**config.mk**
```make
export PLATFORM = sky130hd
export DESIGN_NAME = cache_refill_ctrl_flat
export DESIGN_NICKNAME = d
export VERILOG_FILES = /design/src/rtl/cache_refill_ctrl_if.sv /design/src/rtl/cache_refill_ctrl.sv /design/src/flat_wrapper.sv
export SDC_FILE = /design/constraint.sdc
export NUM_CORES = 1
export LEC_CHECK = 0
export CAP_MARGIN = 20
export CORE_ASPECT_RATIO = 0.6
export CORE_MARGIN = 4
export CORE_UTILIZATION = 38
export CTS_CLUSTER_SIZE = 28
export DETAILED_ROUTE_END_ITERATION = 8
export PLACE_DENSITY = 0.78
export REMOVE_ABC_BUFFERS = 1
export SYNTH_ARGS = -nofsm -noshare
export SYNTH_HDL_FRONTEND = slang
export SYNTH_SLANG_ARGS = --single-unit
```
**constraint.sdc**
```tcl
create_clock -name clk -period 1.5 [get_ports clk]
set_clock_uncertainty 0.05 [all_clocks]
set_input_delay 0.3 -clock clk [delete_from_list [all_inputs] [get_ports clk]]
set_output_delay 0.3 -clock clk [all_outputs]
set_load 0.05 [all_outputs]
```
**src/rtl/cache_refill_ctrl_if.sv**
```systemverilog
// Bundles the miss, backing-memory and cache-fill signals of the refill engine.
// The refill engine takes the slave view; the surrounding cache/memory side takes master.
interface cache_refill_ctrl_if #(
    parameter int ADDR_WIDTH = 16,
    parameter int DATA_WIDTH = 8
);
    logic                  miss_valid;
    logic [ADDR_WIDTH-1:0] miss_address;
    logic                  miss_ready;
    logic                  mem_req;
    logic [ADDR_WIDTH-1:0] mem_addr;
    logic                  mem_ack;
    logic [DATA_WIDTH-1:0] mem_rdata;
    logic                  fill_enablewrite;
    logic [ADDR_WIDTH-1:0] fill_address;
    logic [DATA_WIDTH-1:0] fill_datain;
    logic [1:0]            fill_writebyte;
    logic                  fill_done;
    logic                  fill_error;

    modport master (
        output miss_valid, miss_address, mem_ack, mem_rdata,
        input  miss_ready, mem_req, mem_addr,
        input  fill_enablewrite, fill_address, fill_datain, fill_writebyte,
        input  fill_done, fill_error
    );

    modport slave (
        input  miss_valid, miss_address, mem_ack, mem_rdata,
        output miss_ready, mem_req, mem_addr,
        output fill_enablewrite, fill_address, fill_datain, fill_writebyte,
        output fill_done, fill_error
    );
endinterface

```
**src/rtl/cache_refill_ctrl.sv**
```systemverilog
// Miss-refill engine: fetches a 4-byte line one byte at a time from backing memory
// and writes each byte into the cache, pulsing done on success or error on timeout.
module cache_refill_ctrl #(
    parameter int ADDR_WIDTH     = 16,
    parameter int DATA_WIDTH     = 8,
    parameter int TIMEOUT_CYCLES = 16
) (
    input logic              clk,
    input logic              reset,
    cache_refill_ctrl_if.slave bus
);
    localparam int TW = (TIMEOUT_CYCLES > 2) ? $clog2(TIMEOUT_CYCLES) : 1;
    localparam logic [TW-1:0] TIMER_LAST = TW'(TIMEOUT_CYCLES - 1);

    typedef enum logic [2:0] {
        IDLE,
        REQ,
        WRITE,
        DONE,
        ERR
    } state_t;

    state_t                  state_q, state_d;
    logic [ADDR_WIDTH-1:0]   line_q, line_d;
    logic [1:0]              cnt_q, cnt_d;
    logic [TW-1:0]           timer_q, timer_d;
    logic [DATA_WIDTH-1:0]   data_q, data_d;
    logic [ADDR_WIDTH-1:0]   byte_addr;

    assign byte_addr = line_q | {{(ADDR_WIDTH-2){1'b0}}, cnt_q};

    always_ff @(posedge clk or posedge reset) begin
        if (reset) begin
            state_q <= IDLE;
            line_q  <= '0;
            cnt_q   <= '0;
            timer_q <= '0;
            data_q  <= '0;
        end else begin
            state_q <= state_d;
            line_q  <= line_d;
            cnt_q   <= cnt_d;
            timer_q <= timer_d;
            data_q  <= data_d;
        end
    end

    // Outputs decode from state only, so reset drops mem_req without waiting for a clock.
    always_comb begin
        state_d = state_q;
        line_d  = line_q;
        cnt_d   = cnt_q;
        timer_d = timer_q;
        data_d  = data_q;

        bus.miss_ready       = 1'b0;
        bus.mem_req          = 1'b0;
        bus.mem_addr         = '0;
        bus.fill_enablewrite = 1'b0;
        bus.fill_address     = '0;
        bus.fill_datain      = '0;
        bus.fill_writebyte   = '0;
        bus.fill_done        = 1'b0;
        bus.fill_error       = 1'b0;

        case (state_q)
            IDLE: begin
                bus.miss_ready = 1'b1;
                if (bus.miss_valid) begin
                    line_d  = bus.miss_address & ~ADDR_WIDTH'(3);
                    cnt_d   = '0;
                    timer_d = '0;
                    state_d = REQ;
                end
            end
            REQ: begin
                bus.mem_req  = 1'b1;
                bus.mem_addr = byte_addr;
                // An ack arriving on the final allowed cycle still completes the byte.
                if (bus.mem_ack) begin
                    data_d  = bus.mem_rdata;
                    timer_d = '0;
                    state_d = WRITE;
                end else if (timer_q == TIMER_LAST) begin
                    timer_d = '0;
                    state_d = ERR;
                end else begin
                    timer_d = timer_q + 1'b1;
                end
            end
            WRITE: begin
                bus.fill_enablewrite = 1'b1;
                bus.fill_address     = byte_addr;
                bus.fill_datain      = data_q;
                bus.fill_writebyte   = cnt_q;
                if (cnt_q == 2'd3) begin
                    state_d = DONE;
                end else begin
                    cnt_d   = cnt_q + 1'b1;
                    state_d = REQ;
                end
            end
            DONE: begin
                bus.fill_done = 1'b1;
                state_d       = IDLE;
            end
            ERR: begin
                bus.fill_error = 1'b1;
                state_d        = IDLE;
            end
            default: state_d = IDLE;
        endcase
    end
endmodule
```
**src/flat_wrapper.sv**
```systemverilog
// flat-port wrapper written by rule: the top's interface ports become plain ports
module cache_refill_ctrl_flat 
#(
    parameter int ADDR_WIDTH     = 16,
    parameter int DATA_WIDTH     = 8,
    parameter int TIMEOUT_CYCLES = 16
)
  (clk, reset, bus_miss_valid, bus_miss_address, bus_mem_ack, bus_mem_rdata, bus_miss_ready, bus_mem_req, bus_mem_addr, bus_fill_enablewrite, bus_fill_address, bus_fill_datain, bus_fill_writebyte, bus_fill_done, bus_fill_error);
  cache_refill_ctrl_if #(.ADDR_WIDTH(ADDR_WIDTH), .DATA_WIDTH(DATA_WIDTH)) bus_i ();
  input logic clk;
  input logic reset;
  input wire logic [$bits(bus_i.miss_valid)-1:0] bus_miss_valid;
  input wire logic [$bits(bus_i.miss_address)-1:0] bus_miss_address;
  input wire logic [$bits(bus_i.mem_ack)-1:0] bus_mem_ack;
  input wire logic [$bits(bus_i.mem_rdata)-1:0] bus_mem_rdata;
  output wire logic [$bits(bus_i.miss_ready)-1:0] bus_miss_ready;
  output wire logic [$bits(bus_i.mem_req)-1:0] bus_mem_req;
  output wire logic [$bits(bus_i.mem_addr)-1:0] bus_mem_addr;
  output wire logic [$bits(bus_i.fill_enablewrite)-1:0] bus_fill_enablewrite;
  output wire logic [$bits(bus_i.fill_address)-1:0] bus_fill_address;
  output wire logic [$bits(bus_i.fill_datain)-1:0] bus_fill_datain;
  output wire logic [$bits(bus_i.fill_writebyte)-1:0] bus_fill_writebyte;
  output wire logic [$bits(bus_i.fill_done)-1:0] bus_fill_done;
  output wire logic [$bits(bus_i.fill_error)-1:0] bus_fill_error;
  assign bus_i.miss_valid = bus_miss_valid;
  assign bus_i.miss_address = bus_miss_address;
  assign bus_i.mem_ack = bus_mem_ack;
  assign bus_i.mem_rdata = bus_mem_rdata;
  assign bus_miss_ready = bus_i.miss_ready;
  assign bus_mem_req = bus_i.mem_req;
  assign bus_mem_addr = bus_i.mem_addr;
  assign bus_fill_enablewrite = bus_i.fill_enablewrite;
  assign bus_fill_address = bus_i.fill_address;
  assign bus_fill_datain = bus_i.fill_datain;
  assign bus_fill_writebyte = bus_i.fill_writebyte;
  assign bus_fill_done = bus_i.fill_done;
  assign bus_fill_error = bus_i.fill_error;
  cache_refill_ctrl #(.ADDR_WIDTH(ADDR_WIDTH), .DATA_WIDTH(DATA_WIDTH), .TIMEOUT_CYCLES(TIMEOUT_CYCLES)) u_core (.clk(clk), .reset(reset), .bus(bus_i));
endmodule
```
==> flow_summary.yaml <==
place:
  gp_congestion: 0.787
  dpl.hpwl_microns: 3600
  place_inst: 290
  port_buffers: 72
critical_path:
  required_ns: 1.15
  end_kind: "primary output"
  critPathMaxFanout: 7
  slowest_delay_ns: 0.45
  timing_worst_setup_path_type: "flop to primary output"
  critical_path_buf_inv_count: 4
  start_kind: "flop"
  arrival_ns: 1.53
  path_cells: "buf_6 > buf_8 > nor3_2 > buf_4 > buf_12"
  cp_slowest_cell: "dfrtp_2"
  crit_family: "buffers and inverters"
clock_network:
  cts_tree: "yes"
  htree_levels: 2
  clock_path_buffers: 2
  hold_buffers: 0
  clock_sinks: 31
  insertion_delay_ns: 0.29
  numCtsBuffers: 5
  cts.clk_slew.worst_paths_ns: 0.08
  cts_root_buf: "clkbuf_8"
global_routing:
  overflow: 0
  grt_pass1_vias: 1671
  grt_usage_pct: 20.7
  grt_max_degree: 32
  antenna_found_initial: 0
  grt_pass1_wl_microns: 8750
final_layout:
  drive_above_1_share_pct: 69.6
  nNetsFinal: 282
  layout_common_cells: "buf_12, and2_4, dfrtp_1"
  fillers: 183
  final_common_cell: "buf_12"
  fin_util_pct: 85.4
  area_growth_syn_to_layout_pct: 108
  instances_no_fill: 313
  antenna_cells: 0
die:
  start_util_pct: 41.0
  die_width_microns: 95.5
  core_sq_um: 4260
  die_height_microns: 60.5
  die_area_sq_um: 5780
  num_rows: 18
  boundaryPins: 75
min_path:
  worstHoldPathType: "input port to async pin"
sta:
  whs_ns: 0.304
  worst_pin_slew_ns: 0.326
  finalCritPeriodShare_pct: 126
  fmax_mhz: 531
  rsz0062_at_grt: "true"
  relSlewSlack_pct: 78.2
  setup_viol: 75
  fin_ws_ns: -0.383
  period_minus_slack_ns: 1.88
  drv_slew: 0
  hold_viol_final: 0
synthesis:
  async_reset_ff_share_pct: 100
  synth_warnings: 0
  synth_ff_type: "dfrtp_1"
  syn_inst: 143
  synth_area_sq_um: 1750
  synth_cell_types: 30
  syn_area_per_cell_sq_um: 12.2
  ys_seq_area_share_pct: 44.4
  synth_edf_count: 0
  ys_seq_elements: 31
power:
  clockPowerShare_pct: 10.6
  powerDensity_nw_per_um2: 2260
  p_leak_nw: 1.65
  p_comb_share_pct: 69.8
  power_frac_seq_pct: 19.6
  switching_power_mw: 3.29
  switching_share_pct: 40.2
  p_int_mw: 4.90
  peakVddDrop_uv: 966
job:
  max-cap-violations: 0
drt:
  dr.pass1.iters: 4
  wl_per_cell_microns: 19.2
  drc: 0
  viasPerCell: 4.91
  detailedRoute.firstIterationViolations: 88
  ant_nets: 0
  vias: 1536
  routed_wl_microns: 6000
run_status:
  status: "finished with violations"
  violations: "negative setup slack"
[through the flow]
step | instance area [sq um] | total power, mW | TNS [ns] | setup WS [ns]
CTS | 3530 | 7.91 | -19.65 | -0.352
detailed placement | 3160 | 6.37 | -10.97 | -0.290
floorplan | 1660 | 3.94 | -59.61 | -1.17
global placement | 3160 | 6.27 | -10.25 | -0.261
global route | 3630 | 8.50 | -26.74 | -0.446
finish | 3630 | 8.20 | -22.72 | -0.383
[worst min-delay path, stage by stage]
cell and delay (ns):
clkdlybuf4s50_1 0.39, inv_1 0.10, buf_12 0.21
[power groups by stage]
stage / clock [mW] / combinational, mW / sequential, mW
global route: 0.906 / 5.94 / 1.65
detailed placement: 0 / 4.87 / 1.50
global placement: 0 / 4.79 / 1.48
CTS: 0.869 / 5.50 / 1.53
floorplan: 0 / 2.48 / 1.47
finish: 0.872 / 5.72 / 1.60
[final timing paths]
check	cells after the start	end	slack, ns	startpoint
worst max-delay path	5	bus_miss_ready	-0.38	u_core.state_q[1]$_DFFE_PP0P_
worst min-delay path	3	u_core.line_q[14]$_DFFE_PP0P_	0.30	reset
worst max register to register	6	u_core.line_q[2]$_DFFE_PP0P_	-0.34	u_core.state_q[2]$_DFFE_PP0P_
worst min register to register	1	u_core.data_q[2]$_DFFE_PP0P_	0.47	u_core.data_q[2]$_DFFE_PP0P_
max in group asynchronous	3	u_core.state_q[1]$_DFFE_PP0P_	0.91	reset
min in group clk	1	u_core.data_q[2]$_DFFE_PP0P_	0.47	u_core.data_q[2]$_DFFE_PP0P_
[sequential cells by signal (all words and copies together) (netlist names)]
register        flops
u_core.cnt_q        2
u_core.timer_q      4
u_core.data_q       8
u_core.line_q      14
u_core.state_q      3
[Yosys cell counts (2+ instances only)]
library cell	instances	area (sq um)
buf_6	3	33.8
and2_1	41	257
mux2_2	5	56.3
o31ai_1	3	22.5
clkbuf_1	2	7.51
buf_4	2	15.0
nand2_1	4	15.0
inv_1	3	11.3
nor3_1	2	10.0
nand3_1	3	15.0
nor4b_4	3	71.3
mux2_4	18	270
ha_1	2	25.0
buf_2	2	10.0
nor2_1	3	11.3
dfrtp_1	31	776
o21ai_0	2	10.0
nor3b_1	2	15.0
[layout make-up]
class / count / area, sq um / share of cell area [%]
timing repair buffer: 112 / 1610 / 44.2
multi-input combinational: 99 / 1040 / 28.7
clock inverter: 2 / 35.0 / 0.964
tap: 60 / 75.1 / 2.07
sequential: 31 / 779 / 21.4
clock buffer: 6 / 82.6 / 2.27
inverter: 3 / 11.3 / 0.310
[per-layer routing]
layer	up-vias	share of wire (%)	track usage (%)
met4	0	1.3	5.26
met2	64	50	36.8
met3	9	8.1	6.57
li1	699	-	-
met1	764	41	24.7
met5	-	0	0
[logic make-up (layout without fill, tap and decap cells)]
kind of cell	after synthesis	count (layout)	synth area share (%)
AO/OA/AOI/OAI	11	11	4.44
multiplexers	23	23	18.7
buffers and inverters	13	123	5.30
flip-flops	31	31	44.4
adder cells (fa/ha/maj)	2	2	1.43
AND/OR/NAND/NOR	63	63	25.7
[repair_timing]
action,in CTS,in global routing
buffers inserted,7,8
setup endpoints to repair,72,75
pin swaps,9,25
gates cloned,2,0
resized for setup,52,30
Power figures use the tool's default switching activity.
